==> src/rtl/phy_pkg.sv <==
// rtl/phy_pkg.sv - shared lane-selection helpers and constants for the phy demux/mux pair
package phy_pkg;

    localparam int CNT_W      = 16;
    localparam int MAX_LANES  = 8;
    localparam int LANE_IDX_W = 3;

    typedef struct packed {
        logic [LANE_IDX_W-1:0] idx;
        logic                  found;
    } lane_sel_t;

    // Scan downward so the lowest offset from start is the one left standing.
    function automatic lane_sel_t first_enabled(input logic [MAX_LANES-1:0]  mask,
                                                input logic [LANE_IDX_W-1:0] start,
                                                input int                    num_lanes);
        lane_sel_t             sel;
        logic [LANE_IDX_W-1:0] lane;
        sel.idx   = '0;
        sel.found = 1'b0;
        for (int k = MAX_LANES - 1; k >= 0; k--) begin
            if (k < num_lanes) begin
                lane = LANE_IDX_W'((int'(start) + k) % num_lanes);
                if (mask[lane]) begin
                    sel.idx   = lane;
                    sel.found = 1'b1;
                end
            end
        end
        return sel;
    endfunction

    function automatic int lane_lo(input int lane, input int data_w);
        return lane * data_w;
    endfunction

endpackage

==> src/rtl/lane_arbiter_rr.sv <==
// rtl/lane_arbiter_rr.sv - first enabled lane at or above a pointer, wrapping
module lane_arbiter_rr
    import phy_pkg::*;
#(
    parameter int NUM_LANES = 4,
    parameter int PTR_W     = $clog2(NUM_LANES)
) (
    input  logic [NUM_LANES-1:0] lane_en,
    input  logic [PTR_W-1:0]     ptr,
    output logic [PTR_W-1:0]     tgt,
    output logic                 none
);

    lane_sel_t sel;

    always_comb begin
        sel  = first_enabled(MAX_LANES'(lane_en), LANE_IDX_W'(ptr), NUM_LANES);
        tgt  = PTR_W'(sel.idx);
        none = (lane_en == '0);
    end

endmodule

==> src/rtl/demux_rr.sv <==
// rtl/demux_rr.sv - 1:N round-robin byte demultiplexer with idle resync and drop flag
module demux_rr
    import phy_pkg::*;
#(
    parameter int DATA_W         = 8,
    parameter int NUM_LANES      = 4,
    parameter int PTR_W          = $clog2(NUM_LANES),
    parameter int RESYNC_ON_IDLE = 1,
    parameter int IDLE_CYC       = 2
) (
    input  logic                        clk_2f,
    input  logic                        reset,
    input  logic [DATA_W-1:0]           data_in,
    input  logic                        valid_in,
    input  logic [NUM_LANES-1:0]        lane_en,
    output logic [NUM_LANES*DATA_W-1:0] data_out,
    output logic [NUM_LANES-1:0]        valid_out,
    output logic [PTR_W-1:0]            lane_ptr,
    output logic                        drop_err,
    output logic [CNT_W-1:0]            word_cnt
);

    typedef enum logic {ACTIVE, IDLE} idle_state_t;

    localparam logic [3:0]       IDLE_MAX  = 4'(IDLE_CYC);
    localparam logic [PTR_W-1:0] LAST_LANE = PTR_W'(NUM_LANES - 1);

    idle_state_t      state;
    logic [3:0]       idle_cnt;
    logic [PTR_W-1:0] tgt;
    logic [PTR_W-1:0] low_lane;
    logic             none;
    logic             unused_low_none;

    lane_arbiter_rr #(.NUM_LANES(NUM_LANES), .PTR_W(PTR_W)) u_arb (
        .lane_en (lane_en),
        .ptr     (lane_ptr),
        .tgt     (tgt),
        .none    (none)
    );

    // Pointer fixed at zero yields the lowest enabled lane (0 when none enabled).
    lane_arbiter_rr #(.NUM_LANES(NUM_LANES), .PTR_W(PTR_W)) u_low (
        .lane_en (lane_en),
        .ptr     ('0),
        .tgt     (low_lane),
        .none    (unused_low_none)
    );

    always_ff @(posedge clk_2f) begin
        if (reset) begin
            data_out  <= '0;
            valid_out <= '0;
            lane_ptr  <= '0;
            drop_err  <= 1'b0;
            word_cnt  <= '0;
            idle_cnt  <= '0;
            state     <= ACTIVE;
        end else begin
            valid_out <= '0;
            drop_err  <= 1'b0;
            if (valid_in) begin
                if (!none) begin
                    data_out[lane_lo(int'(tgt), DATA_W) +: DATA_W] <= data_in;
                    valid_out <= NUM_LANES'(1) << tgt;
                    lane_ptr  <= (tgt == LAST_LANE) ? '0 : tgt + 1'b1;
                    word_cnt  <= word_cnt + 1'b1;
                    idle_cnt  <= '0;
                    state     <= ACTIVE;
                end else begin
                    drop_err <= 1'b1;
                end
            end else begin
                if (idle_cnt != IDLE_MAX) begin
                    idle_cnt <= idle_cnt + 4'd1;
                end
                // Resync only on the transition into IDLE, never again while idle.
                if (state == ACTIVE && idle_cnt == IDLE_MAX - 4'd1) begin
                    state <= IDLE;
                    if (RESYNC_ON_IDLE != 0) begin
                        lane_ptr <= low_lane;
                    end
                end
            end
        end
    end

endmodule

==> config.mk <==
export PLATFORM = sky130hd
export DESIGN_NAME = demux_rr
export DESIGN_NICKNAME = d
export VERILOG_FILES = /design/src/rtl/phy_pkg.sv /design/src/rtl/lane_arbiter_rr.sv /design/src/rtl/demux_rr.sv
export SDC_FILE = /design/constraint.sdc
export NUM_CORES = 1
export LEC_CHECK = 0
export BUFFER_PORTS_ARGS = -buffer_cell sky130_fd_sc_hd__buf_2
export CORE_MARGIN = 4
export CORE_UTILIZATION = 47
export CTS_CLUSTER_SIZE = 25
export DETAILED_ROUTE_END_ITERATION = 10
export GPL_ROUTABILITY_DRIVEN = 0
export PLACE_DENSITY = 0.75
export SYNTH_ARGS = -nofsm -noshare
export SYNTH_HDL_FRONTEND = slang
export SYNTH_SLANG_ARGS = --single-unit
export TNS_END_PERCENT = 10
==> constraint.sdc <==
create_clock -name clk_2f -period 2.05 [get_ports clk_2f]
set_input_delay 0 -clock clk_2f [delete_from_list [all_inputs] [get_ports clk_2f]]
set_output_delay 0 -clock clk_2f [all_outputs]
set_load 0.01 [all_outputs]
; ---- After elaboration in Yosys (flattened, before gate mapping)
; Index checks and enable logic that the tools add are counted.
[word_totals]
ff_bits = 60
latchBits = 0
ramBits = 0
romBits = 0
input_bits = 15
wordCells = 71
n_memories = 0
[op_classes]
n_addsub = 7
mul = 0
div_mod_pow = 0
order_cmp = 4
n_eq_ne = 4
n_shift = 3
mux = 28
n_bitwise = 6
reduce_logical = 12
[op_table]
columns = operator, n
row1 = $neg A5 Y33, 1
row2 = $shift A8 B33 Y32 const A, 1
row3 = $shiftx A8 B33 Y32, 1
row4 = $bwmux W32, 1
row5 = $mux W3, 8
row6 = $add A16 B1 Y16 const B, 1
row7 = $lt A3 B4 Y1 const B, 3
row8 = $mux W4, 3
row9 = $bmux W1 S3, 3
row10 = $mux W1, 8
row11 = $mux W2, 4
row12 = $reduce_or A2 Y1, 4
row13 = $reduce_and A2 Y1, 3
row14 = $add A2 B1 Y2 const B, 2
row15 = $add A2 B2 Y2 const B, 2
row16 = $add A4 B1 Y4 const B, 1
row17 = $eq A4 B1 Y1 const B, 1
row18 = $logic_not A4 Y1, 1
row19 = $lt A2 B4 Y1 const B, 1
row20 = $ne A4 B2 Y1 const B, 1
row21 = $reduce_bool A2 Y1, 2
row22 = $shl A1 B2 Y4 const A, 1
row23 = $and A1 B1 Y1 const A, 3
row24 = $not A1 Y1, 3
row25 = other kinds (5), 5

; ---- Depth between registers and ports, before layout
; Gate-level depths: netlist (run 1).
[logic_depth]
depth_word = 13
ltp_mapped = 12
mapped_depth_nobuf = 11

; ---- By module
; A second synthesis (run 1) with hierarchy kept.
[unflattened]
cells_unflattened = 286
hier_area_um2 = 2658.8
[by_module_without_submodules]
columns = mod, instances, cells_per_inst, area_each_um2
row1 = demux_rr, 1, 260, 2498.6
row2 = lane_arbiter_rr, 2, 13, 80.1

; ---- Worst setup path before layout (run 1)
; No wires, ideal clock.
[synth_path]
path_kind = reg-to-reg
from = register lane_ptr[0]
to = register data_out[16]
setup_time_ns = 0.066
t_arrival_ns = 2.171
path_slack_ns = -0.187
path_stages_with_launch = 9
n_path_buf = 0
synth_period_minus_slack_ns = 2.237
cell_sequence = dfxtp_1 nor2b_4 nor4_4 nor2_4 ha_1 nor3_1 nor4b_4 a22oi_1 nor2_1
[synth_via]
elab_chain_cells = 12
[synth_rtl]
columns = element, line_no
row1 = from (decl), demux_rr.sv:18  ; output logic [PTR_W-1:0] lane_ptr,
row2 = from (signal assigned), demux_rr.sv:66  ; lane_ptr <= (tgt == LAST_LANE) ? '0 : tgt + 1'b1;
row3 = from (signal assigned), demux_rr.sv:81  ; lane_ptr <= low_lane;
row4 = $add A2 B2 Y2, phy_pkg.sv:23  ; lane = LANE_IDX_W'((int'(start) + k) % num_lanes);
row5 = $reduce_or A2 Y1 (no source line), n/a
row6 = $and A1 B1 Y1 (no source line), n/a
row7 = $bmux W1 S3, phy_pkg.sv:24  ; if (mask[lane]) begin
row8 = $mux W1 (implied by the code), phy_pkg.sv:24
row9 = $mux W3 (3 in a row), phy_pkg.sv:24
row10 = $mux W3 *, phy_pkg.sv:24
row11 = $neg A5 Y33 *, demux_rr.sv:64  ; data_out[lane_lo(int'(tgt), DATA_W) +: DATA_W] <= data_in;
row12 = $shiftx A8 B33 Y32 / $shift A8 B33 Y32 (equally long branches), demux_rr.sv:64
row13 = $bwmux W32 *, demux_rr.sv:64
row14 = "to (signal, indexed assignment)", demux_rr.sv:64
row15 = to (decl), demux_rr.sv:16  ; output logic [NUM_LANES*DATA_W-1:0] data_out,
; Mark *: on every way between the ends. The rest lies on a longest branch, timed or not. The select of a mux whose other input is x is not followed.
; A chain may end at the register's enable or synchronous reset.

; ---- Final worst setup path (run 1)
[layout_path]
from = register lane_ptr[1]
to = register data_out[9]
; Same word-level chain as after synthesis.

==> results.cfg, run 1 <==
[clock_tree]
cts_sinks = 60
cts_tree = done
clockRootBuffer = sky130_fd_sc_hd__clkbuf_8
cts_inserted_buffers = 9
clock_insertion_delay_worst_skew_ns = 0.33
cts.htree.levels = 3
cts.path.max_buffers = 2
worst_setup_hold_path_clk_slew_ns = 0.07

[synth]
synth_cell_types = 42
postSynthRegisterBits = 60
synth-seq-area-share = 0.456
synth_fp_nets = 302
number_of_flops_mapped_to_enable_cells_by_yosys = 0
netlist.top_cell.by_area = sky130_fd_sc_hd__dfxtp_1
dominantRegCellSynth = sky130_fd_sc_hd__dfxtp_1
yosys_warnings = 0
top_cell_type_s_share_of_synthesized_area = 0.456
synthesis.instances = 277
post_synth_instance_area_mm2 = 0.00263
synth_area_leaders = sky130_fd_sc_hd__dfxtp_1 46%, sky130_fd_sc_hd__a22oi_1 9.1%, sky130_fd_sc_hd__nor2_1 8.1%
syn_area_per_cell_um2 = 9.50
async_reset_ff_frac = 0

[global_route]
globalRouteTotalUtil = 0.189
grt.overflow.total = 0
global_route_wire_length_before_repair_um = 10600
first_global_vias = 2227
number_of_antenna_violations_at_the_first_check_in_global_routing = 0
grt_start_max_net_pins = 36

[floorplan]
initial_utilization = 0.500
floorplan.die_area_mm2 = 0.00686
die_height_um = 82.8
num_io_pins = 70
floorplan.die.width_um = 82.8
num_rows = 26
floorplan.core_area_mm2 = 0.00527

[run]
timing.max_cap.violations = 0

[final_layout]
nets = 391
area_growth_pct = 31.5
fillerInstances = 450
most-common-layout-cells = 69 x sky130_fd_sc_hd__buf_2, 58 x sky130_fd_sc_hd__dfxtp_1, 57 x sky130_fd_sc_hd__nor2_1, 30 x sky130_fd_sc_hd__a22oi_1, 15 x sky130_fd_sc_hd__nand2_1
insertedDiodeCount = 0
layout.cell_area.non_filler_mm2 = 0.00346
multi_input_comb_area_mm2 = 0.00138
drive_above_1_share = 0.329
mostFrequentLayoutCell = sky130_fd_sc_hd__buf_2
layout.area.seq_mm2 = 0.00121

[setup_path]
critical-path-top-delay-family = compound AO/OA/AOI/OAI gates
path_buf_inv = 1
cpMostUsedCell = sky130_fd_sc_hd__nand2_1
crit_path_top_delay_cell = sky130_fd_sc_hd__dfxtp_4
timing.critical_path.from_type = flop
timing.critical_path.arrival_ns = 2.32
critical_path_peak_fanout = 8
critPathMaxStageDelay_ns = 0.39
crit_required_ns = 2.32
criticalPathCategory = flop to flop
critPathCaptureType = flop
crit_path_cell_trace = nand2_1 -> nand2_1 -> a21boi_1 -> o22a_1 -> buf_6 -> ha_4 -> nor3_4 -> nand3_2 -> a21oi_4 -> a22oi_1 -> nor2_1

[drt]
ant_nets = 0
drc_errors = 0
totalWireLength_um = 6400
drt-pass1-iter-count = 5
vias = 2355
drtIter0Drc = 156
drt-vias-per-instance = 5.34
post_dr_wirelength_cell_um = 14.5

[power]
power_per_cell_area_mw_per_mm2 = 797
leakage_nw = 1.52
max-vdd-ir-drop_mv = 0.554

[timing]
final-max-slew-violation-count = 0
period_minus_ws_final_ns = 2.05
max_freq_mhz = 489
final_worst_clock_skew_ns = 0.00391
report.final.hold_viol_count = 0
fin_crit_sh = 0.998
final_hold_slack_ns = 0.0448
grt_setup_unrepaired = true
maxSlewHeadroom = 0.658
setup_viol = 0
tightest_slew_ns = 0.511

[placement]
port-buffer-count = 69
postPlaceCellArea_mm2 = 0.00312
post_dp_hpwl_um = 4400

[outcome]
status = finished clean

[worst_hold_path]
worst_hold_path_type = input pin to flop
-- final timing paths --
check | depth (start not counted) | from | slack, ns | to
setup / recovery | 11 | lane_ptr[1]$_SDFFE_PP0P_ | 0.004 | data_out[9]$_SDFFE_PP0P_
hold / removal | 2 | valid_in | 0.04 | drop_err$_SDFF_PP0_
setup reg to reg | 11 | lane_ptr[1]$_SDFFE_PP0P_ | 0.004 | data_out[9]$_SDFFE_PP0P_
hold reg to reg | 2 | state$_SDFFE_PP0P_ | 0.47 | state$_SDFFE_PP0P_
-- cells by family after synthesis --
logic type,Yosys count,share of synthesized area
fa+ha+maj,10,0.0475
flops,60,0.456
compound gates,53,0.166
simple gates,120,0.240
xor+xnor,16,0.0532
buf+inv,18,0.0361
-- metrics by stage --
step           worst slack [ns]  instances  power, W  setup TNS (ns)   util
2_1_floorplan           0.00692        277   0.00145               0      -
3_3_place_gp              0.104        416   0.00156               0  0.592
3_5_place_dp          -0.000439        416   0.00156       -0.000439  0.592
4_1_cts                  0.0137        440   0.00278               0  0.650
5_1_grt                  -0.126        441   0.00288           -1.61  0.657
6_report                0.00365        441   0.00276               0  0.657
-- what timing repair did --
item	CTS	global route
setup endpoints to repair	8	23
setup buffers	0	1
hold buffers	8	0
pin swaps	0	7
endpoints found under the hold margin	32	0
resized for setup	1	7
-- flip-flops by register name (all words and copies together) (netlist names) --
signal,count
state,1
data_out,32
idle_cnt,4
word_cnt,16
lane_ptr,2
valid_out,4
drop_err,1
-- layout make-up --
class                   instances  area share
clock buffers                  10      0.0398
inverters                       6     0.00723
well taps                      70      0.0253
repair buffers                 90       0.157
multi-input cells             199       0.397
clock inverters                 6      0.0249
flip-flops and latches         60       0.349
-- report_power, final --
part	switching, W	total, W	internal, W
logic	0.000207	0.000356	0.000149
clock network	0.000475	0.00119	0.000717
registers	0.0000221	0.00121	0.00119
total	0.000704	0.00276	0.00206
-- routing by layer --
layer / part of all wire / vias to the layer above / GRT usage
li1: - / 1154 / -
met1: 0.43 / 1124 / 0.230
met2: 0.49 / 69 / 0.307
met3: 0.067 / 8 / 0.0624
met4: 0.011 / 0 / 0.0758
met5: 0 / - / 0
-- cells in the mapped netlist (4+ instances only) --
| cell | number |
|---|---|
| sky130_fd_sc_hd__inv_1 | 5 |
| sky130_fd_sc_hd__nand3_1 | 11 |
| sky130_fd_sc_hd__dfxtp_1 | 60 |
| sky130_fd_sc_hd__ha_1 | 10 |
| sky130_fd_sc_hd__nor2_1 | 57 |
| sky130_fd_sc_hd__nand4_1 | 4 |
| sky130_fd_sc_hd__and3_1 | 6 |
| sky130_fd_sc_hd__a21oi_1 | 8 |
| sky130_fd_sc_hd__a22oi_1 | 32 |
| sky130_fd_sc_hd__clkbuf_1 | 7 |
| sky130_fd_sc_hd__nor4_1 | 5 |
| sky130_fd_sc_hd__nand2_1 | 15 |
| sky130_fd_sc_hd__xor2_1 | 14 |
(Power assumes the default switching activity.)
==> run 2, diff against run 1 <==
--- a/config.mk
+++ b/config.mk
@@ -5,13 +5,14 @@
 export SDC_FILE = /design/constraint.sdc
 export NUM_CORES = 1
 export LEC_CHECK = 0
+export ABC_AREA = 1
 export BUFFER_PORTS_ARGS = -buffer_cell sky130_fd_sc_hd__buf_2
 export CORE_MARGIN = 4
-export CORE_UTILIZATION = 47
+export CORE_UTILIZATION = 48
 export CTS_CLUSTER_SIZE = 25
 export DETAILED_ROUTE_END_ITERATION = 10
 export GPL_ROUTABILITY_DRIVEN = 0
-export PLACE_DENSITY = 0.75
+export PLACE_DENSITY = 0.76
 export SYNTH_ARGS = -nofsm -noshare
 export SYNTH_HDL_FRONTEND = slang
 export SYNTH_SLANG_ARGS = --single-unit
==> results.cfg, run 2 <==
[drt]
route.met3.wl_um = 555
drt-vias-per-instance = 5.16
vias = 2968
topRoutingLayerUsed = met4
wl_met2_um = 3550
m1_wl_um = 3320
ant_nets = 0
drc_errors = 0
drt-pass1-iter-count = 4
totalWireLength_um = 7540
drtIter0Drc = 179
post_dr_wirelength_cell_um = 13.1

[floorplan]
floorplan.die.width_um = 85.6
num_rows = 27
num_io_pins = 70
die_height_um = 85.6
floorplan.core_area_mm2 = 0.00568
floorplan.die_area_mm2 = 0.00733
initial_utilization = 0.509

[synth]
synthesis.instances = 396
async_reset_ff_frac = 0
postSynthRegisterBits = 60
netlist.top_cell.by_area = sky130_fd_sc_hd__dfxtp_1
synth.most_common_cell = sky130_fd_sc_hd__nand2_1
dominantRegCellSynth = sky130_fd_sc_hd__dfxtp_1
top_cell_type_s_share_of_synthesized_area = 0.416
syn_area_per_cell_um2 = 7.30
synth-seq-area-share = 0.416
synth_area_leaders = sky130_fd_sc_hd__dfxtp_1 42%, sky130_fd_sc_hd__nand2_1 12%, sky130_fd_sc_hd__a21oi_1 8.5%
synth_fp_nets = 421
synth.cells.most_frequent = 90 x sky130_fd_sc_hd__nand2_1, 60 x sky130_fd_sc_hd__dfxtp_1, 49 x sky130_fd_sc_hd__a21oi_1
post_synth_instance_area_mm2 = 0.00289
synth_cell_types = 36
number_of_flops_mapped_to_enable_cells_by_yosys = 0
yosys_warnings = 0

[clock_tree]
worst_setup_hold_path_clk_slew_ns = 0.07
cts_sinks = 60
cts_tree = done
clock_insertion_delay_worst_skew_ns = 0.34
cts.path.max_buffers = 2
clockRootBuffer = sky130_fd_sc_hd__clkbuf_8
cts_inserted_buffers = 9
cts.htree.levels = 3

[run]
timing.max_cap.violations = 0

[timing]
max_freq_mhz = 453
fin_crit_sh = 1.08
setup_viol = 32
period_minus_ws_final_ns = 2.21
final_worst_clock_skew_ns = 0.0120
tightest_slew_ns = 0.477
fin_ws_ns = -0.157
final-max-slew-violation-count = 0
grt_setup_unrepaired = true
setup_tns_ns = -2.88
maxSlewHeadroom = 0.682
report.final.hold_viol_count = 0

[setup_path]
critical-path-top-delay-family = buffers and inverters
crit_required_ns = 2.30
crit_path_top_delay_cell = sky130_fd_sc_hd__dfxtp_4
timing.critical_path.arrival_ns = 2.46
crit_path_cell_trace = buf_6 -> nand2_2 -> o21ai_4 -> a31oi_1 -> nand3_1 -> nand2_2 -> inv_2 -> ha_4 -> clkinvlp_4 -> buf_4 -> nor3_4 -> buf_6 -> nand3_1 -> a21oi_1
critPathMaxStageDelay_ns = 0.38
timing.critical_path.from_type = flop
criticalPathCategory = flop to flop
critPathCaptureType = flop
path_buf_inv = 5
critical_path_peak_fanout = 7

[final_layout]
mostFrequentLayoutCell = sky130_fd_sc_hd__nand2_1
most-common-layout-cells = 80 x sky130_fd_sc_hd__nand2_1, 69 x sky130_fd_sc_hd__buf_2, 58 x sky130_fd_sc_hd__dfxtp_1, 48 x sky130_fd_sc_hd__a21oi_1, 37 x sky130_fd_sc_hd__inv_1
drive_above_1_share = 0.320
fin_cells = 575
nets = 523
area_growth_pct = 35.0
registers_with_the_most_flip_flops = data_out x32, word_cnt x16
insertedDiodeCount = 0
largest_reg_flops = 32
fillerInstances = 485
top_register = data_out

[global_route]
global_route_wire_length_before_repair_um = 12700
globalRouteTotalUtil = 0.213
first_global_vias = 2859
grt.overflow.total = 0
number_of_antenna_violations_at_the_first_check_in_global_routing = 0
grt_start_max_net_pins = 43

[placement]
dp_worst_setup_slack_ns = -0.146
post_dp_hpwl_um = 5250
dp.cells = 544
port-buffer-count = 69

[power]
leakage_nw = 1.75
max-vdd-ir-drop_mv = 0.408
power_per_cell_area_mw_per_mm2 = 815

[outcome]
status = finished with violations
violations_in_the_final_reports = setup timing

[worst_hold_path]
worst_hold_path_type = input pin to flop
-- run 2: timing repair --
item                                    in CTS  in global routing
hold endpoints to repair                     8                  0
gates resized for setup                      9                 24
setup buffers                                3                  4
hold buffers                                 8                  0
pin swaps                                   10                 18
endpoints found under the setup margin      32                 33
-- run 2: through the flow --
step                power, W  hold slack [ns]   util  cell area (µm²)
global placement     0.00199            0.298  0.610             3460
global route         0.00335           0.0235  0.688             3900
finish               0.00318           0.0136  0.688             3900
detailed placement   0.00201            0.298  0.610             3460
floorplan            0.00179            0.170      -             2970
CTS                  0.00308           0.0107  0.668             3790
-- run 2: power by group --
group,total [W],switching [W],internal [W],leakage (nW)
logic,0.000910,0.000543,0.000367,1.17
registers,0.00123,0.0000278,0.00120,0.486
clock network,0.00104,0.000466,0.000575,0.101
total,0.00318,0.00104,0.00214,1.75
-- run 2: logic make-up after synthesis --
logic type                 share of synthesized area
and+or+nand+nor                                0.309
AOI/OAI and AO/OA                              0.137
DFF                                            0.416
buffers and inverters                         0.0887
adders and majority gates                     0.0433
xor gates and xnor gates                     0.00606
-- run 2: area by class of cell --
class | instances | area [µm²] | area share
sequential | 60 | 1210 | 0.309
clock buffer | 13 | 180 | 0.0462
timing repair buffer | 104 | 643 | 0.165
inverter | 46 | 185 | 0.0475
clock inverter | 3 | 17.5 | 0.00449
multi-input combinational | 277 | 1580 | 0.405
tap | 72 | 90.1 | 0.0231
-- run 2: path summary, 6_finish.rpt --
path,from,end,slack (ns),cells after the start
min reg2reg,data_out[13]$_SDFFE_PP0P_,data_out[13]$_SDFFE_PP0P_,0.46,2
max reg2reg,lane_ptr[0]$_SDFFE_PP0P_,data_out[31]$_SDFFE_PP0P_,-0.16,14
min,lane_en[1],drop_err$_SDFF_PP0_,0.01,4
max,lane_ptr[0]$_SDFFE_PP0P_,data_out[31]$_SDFFE_PP0P_,-0.16,14
-- run 2: worst register-to-register path: cells and delay by family, from the launching register on --
| family | cells | cell delay (ns) |
|---|---|---|
| and+or+nand+nor | 5 | 0.51 |
| adders and majority gates | 1 | 0.28 |
| AOI/OAI and AO/OA | 3 | 0.37 |
| buffers and inverters | 5 | 0.60 |
| DFF | 1 | 0.38 |
-- run 2: routing by layer --
metal,global-route usage,vias to the layer above
li1,-,1513
met3,0.0615,12
met1,0.272,1345
met2,0.340,98
met4,0.0820,0
met5,0,-
